$ cat src/rtl/lsu_dbus_master.sv
// Memory-stage load/store unit: issues one single-beat data-bus transaction per EX/MEM request,
// extracts and extends load data, raises alignment and bus-error exceptions.
//
// state | meaning
// IDLE  | no transaction in flight; misaligned ops flagged here
// REQ   | dbus_req asserted from latched fields, waiting for dbus_gnt
// RESP  | granted, waiting for dbus_rvalid
// HOLD  | response captured while the pipeline was frozen; result presented until cpu_en
module lsu_dbus_master (
  input  logic        clk,
  input  logic        rst_n,
  input  logic        cpu_en,
  input  logic        mem_flush,
  input  logic        ex_en,
  input  logic        ex_memory_rd_en,
  input  logic        ex_memory_we_en,
  input  logic [31:0] ex_alu_out,
  input  logic [2:0]  ex_mem_op,
  input  logic [31:0] ex_store_data,
  input  logic [3:0]  ex_store_byteena,
  output logic        dbus_req,
  output logic [31:0] dbus_addr,
  output logic        dbus_we,
  output logic [3:0]  dbus_be,
  output logic [31:0] dbus_wdata,
  input  logic        dbus_gnt,
  input  logic        dbus_rvalid,
  input  logic [31:0] dbus_rdata,
  input  logic        dbus_err,
  output logic        lsu_stall,
  output logic [31:0] mem_load_data,
  output logic        mem_load_valid,
  output logic        mem_exp,
  output logic [1:0]  mem_exp_code
);

  localparam logic [1:0] S_IDLE = 2'd0;
  localparam logic [1:0] S_REQ  = 2'd1;
  localparam logic [1:0] S_RESP = 2'd2;
  localparam logic [1:0] S_HOLD = 2'd3;

  localparam logic [1:0] EXP_LD_MIS = 2'd0;
  localparam logic [1:0] EXP_ST_MIS = 2'd1;
  localparam logic [1:0] EXP_LD_ERR = 2'd2;
  localparam logic [1:0] EXP_ST_ERR = 2'd3;

  logic [1:0]  state_q, state_d;
  logic        kill_q;
  logic [31:0] addr_q;
  logic        we_q;
  logic [3:0]  be_q;
  logic [31:0] wdata_q;
  logic [2:0]  op_q;
  logic [1:0]  off_q;

  logic        hold_valid_q;
  logic        hold_exp_q;
  logic [1:0]  hold_code_q;
  logic [31:0] hold_data_q;

  logic        op_valid;
  logic        is_store;
  logic        misaligned;
  logic        issue;
  logic        mis_exp;
  logic        killed;
  logic        resp_done;
  logic        rsp_valid;
  logic        rsp_exp;
  logic [1:0]  rsp_code;
  logic [31:0] ext_data;
  logic        in_idle, in_req, in_resp, in_hold;

  assign in_idle = (state_q == S_IDLE);
  assign in_req  = (state_q == S_REQ);
  assign in_resp = (state_q == S_RESP);
  assign in_hold = (state_q == S_HOLD);

  assign op_valid = ex_en & (ex_memory_rd_en | ex_memory_we_en) & ~mem_flush;
  assign is_store = ex_memory_we_en;

  always_comb begin
    misaligned = 1'b0;
    case (ex_mem_op[1:0])
      2'b01:   misaligned = ex_alu_out[0];
      2'b10:   misaligned = |ex_alu_out[1:0];
      default: misaligned = 1'b0;
    endcase
  end

  assign issue   = in_idle & op_valid & ~misaligned & cpu_en;
  assign mis_exp = in_idle & op_valid & misaligned;

  // A flush arriving in the same cycle as rvalid still suppresses the result.
  assign killed    = kill_q | mem_flush;
  assign resp_done = in_resp & dbus_rvalid;
  assign rsp_valid = resp_done & ~killed & ~we_q & ~dbus_err;
  assign rsp_exp   = resp_done & ~killed & dbus_err;
  assign rsp_code  = we_q ? EXP_ST_ERR : EXP_LD_ERR;

  always_comb begin
    logic [7:0]  byte_sel;
    logic [15:0] half_sel;
    byte_sel = 8'h00;
    half_sel = 16'h0000;
    ext_data = 32'h0;
    case (off_q)
      2'd0:    byte_sel = dbus_rdata[7:0];
      2'd1:    byte_sel = dbus_rdata[15:8];
      2'd2:    byte_sel = dbus_rdata[23:16];
      default: byte_sel = dbus_rdata[31:24];
    endcase
    half_sel = off_q[1] ? dbus_rdata[31:16] : dbus_rdata[15:0];
    case (op_q[1:0])
      2'b00:   ext_data = {{24{byte_sel[7] & ~op_q[2]}}, byte_sel};
      2'b01:   ext_data = {{16{half_sel[15] & ~op_q[2]}}, half_sel};
      default: ext_data = dbus_rdata;
    endcase
  end

  always_comb begin
    state_d = state_q;
    case (state_q)
      S_IDLE: if (issue) state_d = S_REQ;
      S_REQ:  if (dbus_gnt) state_d = S_RESP;
      S_RESP: if (dbus_rvalid) state_d = cpu_en ? S_IDLE : S_HOLD;
      S_HOLD: if (cpu_en) state_d = S_IDLE;
      default: state_d = S_IDLE;
    endcase
  end

  always_ff @(posedge clk or negedge rst_n) begin
    if (!rst_n) begin
      state_q <= S_IDLE;
      kill_q  <= 1'b0;
    end else begin
      state_q <= state_d;
      if (state_d == S_IDLE)
        kill_q <= 1'b0;
      else if ((in_req | in_resp) & mem_flush)
        kill_q <= 1'b1;
    end
  end

  always_ff @(posedge clk or negedge rst_n) begin
    if (!rst_n) begin
      addr_q  <= 32'h0;
      we_q    <= 1'b0;
      be_q    <= 4'h0;
      wdata_q <= 32'h0;
      op_q    <= 3'd0;
      off_q   <= 2'd0;
    end else if (issue) begin
      addr_q  <= {ex_alu_out[31:2], 2'b00};
      we_q    <= is_store;
      be_q    <= is_store ? ex_store_byteena : 4'hF;
      wdata_q <= is_store ? ex_store_data : 32'h0;
      op_q    <= ex_mem_op;
      off_q   <= ex_alu_out[1:0];
    end
  end

  // Result capture for a response that lands while the pipeline is frozen.
  always_ff @(posedge clk or negedge rst_n) begin
    if (!rst_n) begin
      hold_valid_q <= 1'b0;
      hold_exp_q   <= 1'b0;
      hold_code_q  <= 2'd0;
      hold_data_q  <= 32'h0;
    end else if (resp_done & ~cpu_en) begin
      hold_valid_q <= rsp_valid;
      hold_exp_q   <= rsp_exp;
      hold_code_q  <= rsp_code;
      hold_data_q  <= ext_data;
    end
  end

  assign dbus_req   = in_req;
  assign dbus_addr  = addr_q;
  assign dbus_we    = we_q;
  assign dbus_be    = be_q;
  assign dbus_wdata = wdata_q;

  assign lsu_stall = (in_idle & op_valid & ~misaligned) | in_req | (in_resp & ~dbus_rvalid);

  always_comb begin
    mem_load_valid = 1'b0;
    mem_load_data  = 32'h0;
    mem_exp        = 1'b0;
    mem_exp_code   = 2'd0;
    if (rsp_valid) begin
      mem_load_valid = 1'b1;
      mem_load_data  = ext_data;
    end else if (in_hold & hold_valid_q) begin
      mem_load_valid = 1'b1;
      mem_load_data  = hold_data_q;
    end
    if (mis_exp) begin
      mem_exp      = 1'b1;
      mem_exp_code = is_store ? EXP_ST_MIS : EXP_LD_MIS;
    end else if (rsp_exp) begin
      mem_exp      = 1'b1;
      mem_exp_code = rsp_code;
    end else if (in_hold & hold_exp_q) begin
      mem_exp      = 1'b1;
      mem_exp_code = hold_code_q;
    end
  end

endmodule

$ cat config.mk
export PLATFORM = sky130hd
export DESIGN_NAME = lsu_dbus_master
export DESIGN_NICKNAME = d
export VERILOG_FILES = /design/src/rtl/lsu_dbus_master.sv
export SDC_FILE = /design/constraint.sdc
export NUM_CORES = 1
export LEC_CHECK = 0
export BUFFER_PORTS_ARGS = -buffer_cell sky130_fd_sc_hd__buf_2
export CORE_MARGIN = 4
export CORE_UTILIZATION = 53
export DETAILED_ROUTE_END_ITERATION = 10
export PLACE_DENSITY = 0.86
export SYNTH_ARGS = -nofsm -noshare
export SYNTH_HDL_FRONTEND = slang
export SYNTH_SLANG_ARGS = --single-unit
$ cat constraint.sdc
create_clock -name clk -period 5.05 [get_ports clk]
set_input_delay 0.2525 -clock clk [delete_from_list [all_inputs] [get_ports clk]]
set_output_delay 0.2525 -clock clk [all_outputs]
set_load 0.02 [all_outputs]
==> results of run 1 <==
worst paths after layout:
check	endpoint	slack, ns	cells after the start
min	dbus_addr[8]	0.11	2
max in group asynchronous	dbus_wdata[15]	3.39	3
max	mem_load_data[14]	1.71	7
min in group asynchronous	dbus_addr[2]	0.41	2
max reg2reg	kill_q	2.58	7
min reg2reg	dbus_wdata[0]	0.49	2
stage by stage:
step | std cells | worst slack [ns] | hold WS, ns
after floorplan | 575 | 2.65 | -0.0431
after global placement | 883 | 2.19 | 0.275
after detailed placement | 883 | 2.14 | 0.295
after CTS | 900 | 1.71 | 0.0940
after global routing | 900 | 1.56 | 0.0942
final | 900 | 1.71 | 0.111
worst max-delay path: stages (launching register included):
cell and delay, ns:
dfrtp_1 0.44, inv_1 0.14, ha_1 0.18, nand2_1 0.09
or3_1 0.33, or3_2 0.86, o311ai_1 0.43, buf_2 0.24
report_power, final:
| group | total (mW) | switching [mW] | internal (mW) |
|---|---|---|---|
| Clock | 0.551 | 0.306 | 0.245 |
| Sequential | 1.52 | 0.248 | 1.27 |
| Combinational | 1.52 | 0.932 | 0.585 |
| Total | 3.59 | 1.49 | 2.10 |
cells by family after synthesis:
kind of cell	synth area share, %
compound gates	16.3
fa+ha+maj	1.60
buf+inv	5.13
flops	50.6
mux	8.89
other cells	0.0683
simple gates	17.5
final cells by class:
type                    count  area (µm²)  share of cell area [%]
flip-flops and latches    111        2780                    41.2
clock buffers              10         138                    2.04
clock inverters             6        67.6                    1.00
repair buffers            222        1130                    16.7
well taps                 133         166                    2.47
inverters                   7        26.3                   0.390
multi-input cells         411        2440                    36.1
registers in the layout (all words and copies together) (netlist names):
signal        flops
hold_exp_q        1
hold_valid_q      1
dbus_we           1
hold_data_q      32
dbus_be           4
kill_q            1
hold_code_q       2
off_q             2
dbus_wdata       32
op_q              3
dbus_addr        30
state_q           2
per-layer routing:
metal  share of wire [%]  vias to the layer above
li1                    -                     2374
met1                  40                     2355
met2                  49                      230
met4                 2.8                        0
met3                 8.5                       39
met5                   0                        -
layout by cell type (no fill, tap or decap), types with 2 or more instances in the layout:
cell type   instances
a21oi_1             7
a2bb2oi_1           6
and2_1              7
buf_2             216
buf_4               5
clkbuf_8           10
clkinvlp_4          2
conb_1              2
dfrtp_1           111
ha_1                7
inv_1               7
mux2_2             36
mux2i_1             6
nand2_1           138
nand2_2             2
nand2b_1            3
nand3_1            37
nor2_1             10
nor2b_1             7
nor3_1              4
o211ai_1           33
o21ai_0            55
o21ai_1            10
o221ai_1           10
o22ai_1             9
or2_2               2
or3_1               3
==> summary.md, run 1 <==
| Metric | Value |
|---|---|
| # resized after CTS | `0` |
| H-tree levels | `3` |
| Asr flop ratio synth | `100%` |
| Die Y | `110 µm` |
| GRT Overall Usage | `24.4%` |
| Max_cap viols | `0` |
| Clock Skew | `0.0109 ns` |
| Final period util | `66.1%` |
| Worst-path clk slew | `0.11 ns` |
| Hold buffers post-CTS | `1` |
| Worst skew pair latency | `0.37 ns` |
| Clock root buffer | `clkbuf_8` |
| Worst endpoint required time | `4.80 ns` |
| LEAKAGE | `3.41 nW` |
| Most Used Layer, Global Route | `met2` |
| Pwr/cell area | `532 nW/µm²` |
| Top-area cell type share of the netlist area | `50.6%` |
| Drt wl/cell | `16.5 µm` |
| Placer Congestion | `0.901` |
| Initial antenna violation count | `0` |
| Hold Startpoint | `ex_alu_out[8]` |
| RSZ-0062 raised after global routing | `false` |
| Yosys warnings | `0` |
| Met2 track utilization from global routing | `39.1%` |
| Setup TNS | `0 ns` |
| RR Startpoint | `state_q[0]` |
| Die Width | `110 µm` |
| Residual DRC count | `0` |
| Number of top-level pins | `220` |
| Vias in the first global route | `4,822` |
| Synthesized area | `5490 µm²` |
| Fin nets | `882` |
| CTS max path bufs | `2` |
| Worst hold path type | `in2reg` |
| TritonCTS buffer count | `9` |
| Placed inst area | `6530 µm²` |
| Routed vias/inst | `5.55` |
| Max FO, Critical Path | `64` |
| Core area | `9910 µm²` |
| Drt first pass iters | `5` |
| Routed wire length | `14,800 µm` |
| First-pass GRT wire length | `23,100 µm` |
| Ys flop type | `dfrtp_1` |
| Synth Instances | `574` |
| Port Buffers | `217` |
| Register area share after synthesis | `50.6%` |
| Fin crit period | `3.34 ns` |
| CTS tree | `built` |
| Post-synth top cells | `nand2_1 (138), dfrtp_1 (111), o21ai_0 (55), nand3_1 (37), mux2_2 (36)` |
| Final hold violations | `0` |
| Peak supply drop | `0.310 mV` |
| Synthesis-stage register bit count | `111` |
| Iteration-0 DRC Markers | `340` |
| Count of final setup violators | `0` |
| Die area | `12,100 µm²` |
| Most numerous cell in the Yosys netlist | `nand2_1` |
| Share of cells above drive strength 1 | `36.6%` |
| Yosys cell types | `45` |
| Worst Setup Path Type | `reg2out` |
| Worst EP arrival | `3.08 ns` |
| Core Util, Final | `68.0%` |
| Largest net degree at the start of global routing | `73` |
| Initial Util | `55.4%` |
| N_diodes | `0` |
| Fill count | `797` |
| Row cnt | `36` |
| Status | `finished clean` |
| Max Clock Freq | `300 MHz` |
| Clock Sink Count | `111` |
| Max_slew headroom | `18.7%` |
| Worst setup SP type | `flip-flop` |
| Via Count | `4,998` |
| Met3 Use GR | `5.58%` |
| Final Max Slew Viols | `0` |
| Critical Path Sink Type | `primary output` |
| Worst-Margin Slew | `1.22 ns` |
| Area Growth Syn to Fin | `22.8%` |
| Critical path origin | `state_q[0]` |
| Syn_area_per_cell | `9.56 µm²` |
| Largest area contributor in the netlist | `dfrtp_1` |
| Post-DP HPWL | `11,100 µm` |
| Pwr Total | `3.59 mW` |
| Met1 Track Usage GR | `31.5%` |
| Leading post-synthesis cells by cell area | `dfrtp_1 (51%), nand2_1 (9.4%), mux2_2 (7.4%)` |
| EDFF count, synth | `0` |
| Setup bufs post-CTS | `0` |
| Final instance area | `6740 µm²` |
| Final ANT Viol Nets | `0` |
| Overflow after GRT | `0` |
Power figures use the tool's default switching activity.
==> run 2, diff against run 1 <==
--- a/config.mk
+++ b/config.mk
@@ -7,9 +7,9 @@
 export LEC_CHECK = 0
 export BUFFER_PORTS_ARGS = -buffer_cell sky130_fd_sc_hd__buf_2
 export CORE_MARGIN = 4
-export CORE_UTILIZATION = 53
+export CORE_UTILIZATION = 49
 export DETAILED_ROUTE_END_ITERATION = 10
-export PLACE_DENSITY = 0.86
+export PLACE_DENSITY = 0.81
 export SYNTH_ARGS = -nofsm -noshare
 export SYNTH_HDL_FRONTEND = slang
 export SYNTH_SLANG_ARGS = --single-unit
==> constraint.sdc (replaced) <==
create_clock -name clk -period 3.2 [get_ports clk]
set_input_delay 0.16 -clock clk [delete_from_list [all_inputs] [get_ports clk]]
set_output_delay 0.16 -clock clk [all_outputs]
set_load 0.02 [all_outputs]
==> run 2 against run 1 <==
Net effect:
- sequential share of layout area down 0.25 points
- combinational power up 59%
- cell area up 0.61%
- routed wire length up 4.8%
- clock power up 46%
- non-clock buffer count up 5
- clock skew about the same
- core utilization down 5.7 points
- first-iteration DRC count up 57%
- clock-buffer cell count up 1
- total power up 57%
==> summary.md, run 2 (same netlist as run 1, synthesis figures left out) <==
| Metric | Value |
|---|---|
| Status | `finished clean (unchanged)` |
| Port Buffers | `217 (unchanged)` |
| GRT Overall Usage | `24.2% (was 24.4%)` |
| RSZ-0062 raised after global routing | `false (unchanged)` |
| Routed vias/inst | `5.53 (was 5.55)` |
| Sink of the worst hold path | `dbus_addr[11] (was dbus_addr[8])` |
| Core area | `10,900 µm² (was 9910 µm²)` |
| Number of top-level pins | `220 (unchanged)` |
| Worst-Margin Slew | `0.736 ns (was 1.22 ns)` |
| Hold Startpoint | `ex_alu_out[11] (was ex_alu_out[8])` |
| R2R depth | `7 (unchanged)` |
| Vias in the first global route | `5,158 (was 4,822)` |
| Worst hold path type | `in2reg (unchanged)` |
| Initial antenna violation count | `2 (was 0)` |
| Logic pwr share | `42.9% (was 42.3%)` |
| Area Growth Syn to Fin | `23.5% (was 22.8%)` |
| Iteration-0 DRC Markers | `533 (was 340)` |
| Non-filler cells, final | `911 (was 900)` |
| M1 WL | `5910 µm (was 5870 µm)` |
| Clock root buffer | `clkbuf_8 (unchanged)` |
| Cell count of the worst hold path | `2 (unchanged)` |
| Drt first pass iters | `5 (unchanged)` |
| Worst endpoint required time | `3.04 ns (was 4.80 ns)` |
| Peak supply drop | `0.493 mV (was 0.310 mV)` |
| Top sig layer | `met5 (was met4)` |
| N_diodes | `0 (unchanged)` |
| Worst Setup Slack, final | `0.260 ns (was 1.71 ns)` |
| Largest net degree at the start of global routing | `84 (was 73)` |
| Fin crit period | `2.94 ns` |
| Worst Setup Path Type | `reg2out (unchanged)` |
| Via Count | `5,038 (was 4,998)` |
| Die area | `13,000 µm² (was 12,100 µm²)` |
| Flop-to-flop setup slack | `1.01 ns (was 2.58 ns)` |
| Worst skew pair latency | `0.36 ns (was 0.37 ns)` |
| DR WL met2 | `7560 µm (was 7280 µm)` |
| Fill count | `909 (was 797)` |
| Clock Skew | `0.0109 ns (about the same)` |
| P_sw | `2.35 mW (was 1.49 mW)` |
| R2r endpoint | `kill_q (unchanged)` |
| Worst setup SP type | `flip-flop (unchanged)` |
| # placed instances | `895 (was 883)` |
| Max Clock Freq | `340 MHz` |
| Max FO, Critical Path | `64 (unchanged)` |
| Setup TNS | `0 ns (unchanged)` |
| CTS tree | `built (unchanged)` |
| Max_cap viols | `0 (unchanged)` |
| Initial Util | `50.4% (was 55.4%)` |
| Die Width | `114 µm (was 110 µm)` |
| Placer Congestion | `0.944 (was 0.901)` |
| Pwr/cell area | `832 nW/µm² (was 532 nW/µm²)` |
| Final Max Slew Viols | `0 (unchanged)` |
| Die Y | `114 µm (was 110 µm)` |
| LEAKAGE | `3.43 nW (was 3.41 nW)` |
| Overflow after GRT | `0 (unchanged)` |
| Fin nets | `887 (was 882)` |
| Residual DRC count | `0 (unchanged)` |
| Clock Sink Count | `111 (unchanged)` |
| Max_slew headroom | `50.9% (was 18.7%)` |
| Routed wire length | `15,500 µm (was 14,800 µm)` |
| Share of cells above drive strength 1 | `36.8% (was 36.6%)` |
| Worst-path clk slew | `0.10 ns (was 0.11 ns)` |
| Final ANT Viol Nets | `0 (unchanged)` |
| Final period util | `91.9%` |
| Critical Path Sink Type | `primary output (unchanged)` |
| Cell Int Power | `3.29 mW (was 2.10 mW)` |
| Final hold violations | `0 (unchanged)` |
| Placed inst area | `6580 µm² (was 6530 µm²)` |
| Commonest non-fill, non-tap cell in the layout | `buf_2 (unchanged)` |
| Fin Hold WS | `0.0203 ns (was 0.111 ns)` |
| Commonest cells after routing, fill and taps aside | `buf_2 (216), nand2_1 (138), dfrtp_1 (111) (unchanged)` |
| Row cnt | `38 (was 36)` |
| First-pass GRT wire length | `25,300 µm (was 23,100 µm)` |
| RR Startpoint | `state_q[0] (unchanged)` |
| Final instance area | `6780 µm² (was 6740 µm²)` |
| Met3 Routed Length | `1530 µm (was 1260 µm)` |
| Drt wl/cell | `17.1 µm (was 16.5 µm)` |
| Dpl ws | `0.609 ns (was 2.14 ns)` |
| Reg power frac | `42.8% (was 42.4%)` |
| Clock power frac | `14.3% (was 15.4%)` |
| Worst EP arrival | `2.78 ns (was 3.08 ns)` |
| Post-DP HPWL | `11,800 µm (was 11,100 µm)` |
| CTS max path bufs | `2 (unchanged)` |
| Count of final setup violators | `0 (unchanged)` |
| H-tree levels | `3 (unchanged)` |
| Sw Ratio | `41.6% (was 41.4%)` |
| TritonCTS buffer count | `9 (unchanged)` |
==> run 2: cell count changes in the layout (fill, tap and decap cells not counted), sizes merged <==
cell      delta
buf          +5
clkbuf       +1
clkinvlp     -1
inv          -1
==> run 2: power by group through the flow <==
stage                     Combinational [mW]  Clock [mW]  Sequential (mW)
after detailed placement                2.44           0             2.42
final                                   2.42       0.805             2.42
after global placement                  2.36           0             2.39
after floorplan                         1.14           0             2.83
after global routing                    2.66       0.885             2.50
after CTS                               2.44       0.827             2.41
==> run 2: timing repair <==
item	CTS	global route
endpoints found under the setup margin	0	22
resized for setup	0	2
setup buffers	0	0
hold buffers	1	0
endpoints found under the hold margin	52	0
==> run 2: worst max-delay path by stage <==
stage	startpoint	end	slack (ns)	cells after the start
after global routing	state_q[0]	mem_load_data[14]	0.04	8
after global placement	state_q[0]	mem_load_data[14]	0.72	8
after CTS	state_q[0]	mem_load_data[14]	0.18	8
final	state_q[0]	mem_load_data[14]	0.26	8
after floorplan	state_q[0]	mem_load_data[14]	0.89	7
after detailed placement	state_q[0]	mem_load_data[14]	0.61	8
==> run 2: area by class of cell <==
type,count,area [µm²],area share (%)
tap,140,175,2.58
multi-input combinational,411,2440,36.0
sequential,111,2780,41.0
timing repair buffer,227,1180,17.4
clock buffer,11,131,1.94
inverter,7,26.3,0.387
clock inverter,4,47.5,0.701
==> run 2: worst max-delay path, stage by stage (launching register included) <==
cell	delay, ns
dfrtp_1	0.44
inv_1	0.16
ha_1	0.19
nand2_1	0.09
or3_1	0.34
or3_2	0.43
buf_6	0.24
o311ai_1	0.31
buf_2	0.21
==> run 2: stage by stage <==
step / utilization, % / power (mW)
final: 62.3 / 5.64
after global routing: 62.3 / 6.05
after CTS: 62.2 / 5.68
after detailed placement: 60.5 / 4.87
after global placement: 60.5 / 4.75
after floorplan: - / 3.97
==> run 2: metal layers <==
layer | global-route usage, % | vias to the layer above
li1 | - | 2382
met3 | 6.95 | 40
met1 | 29.3 | 2359
met4 | 10.3 | 4
met2 | 40.6 | 253
met5 | 0 | -
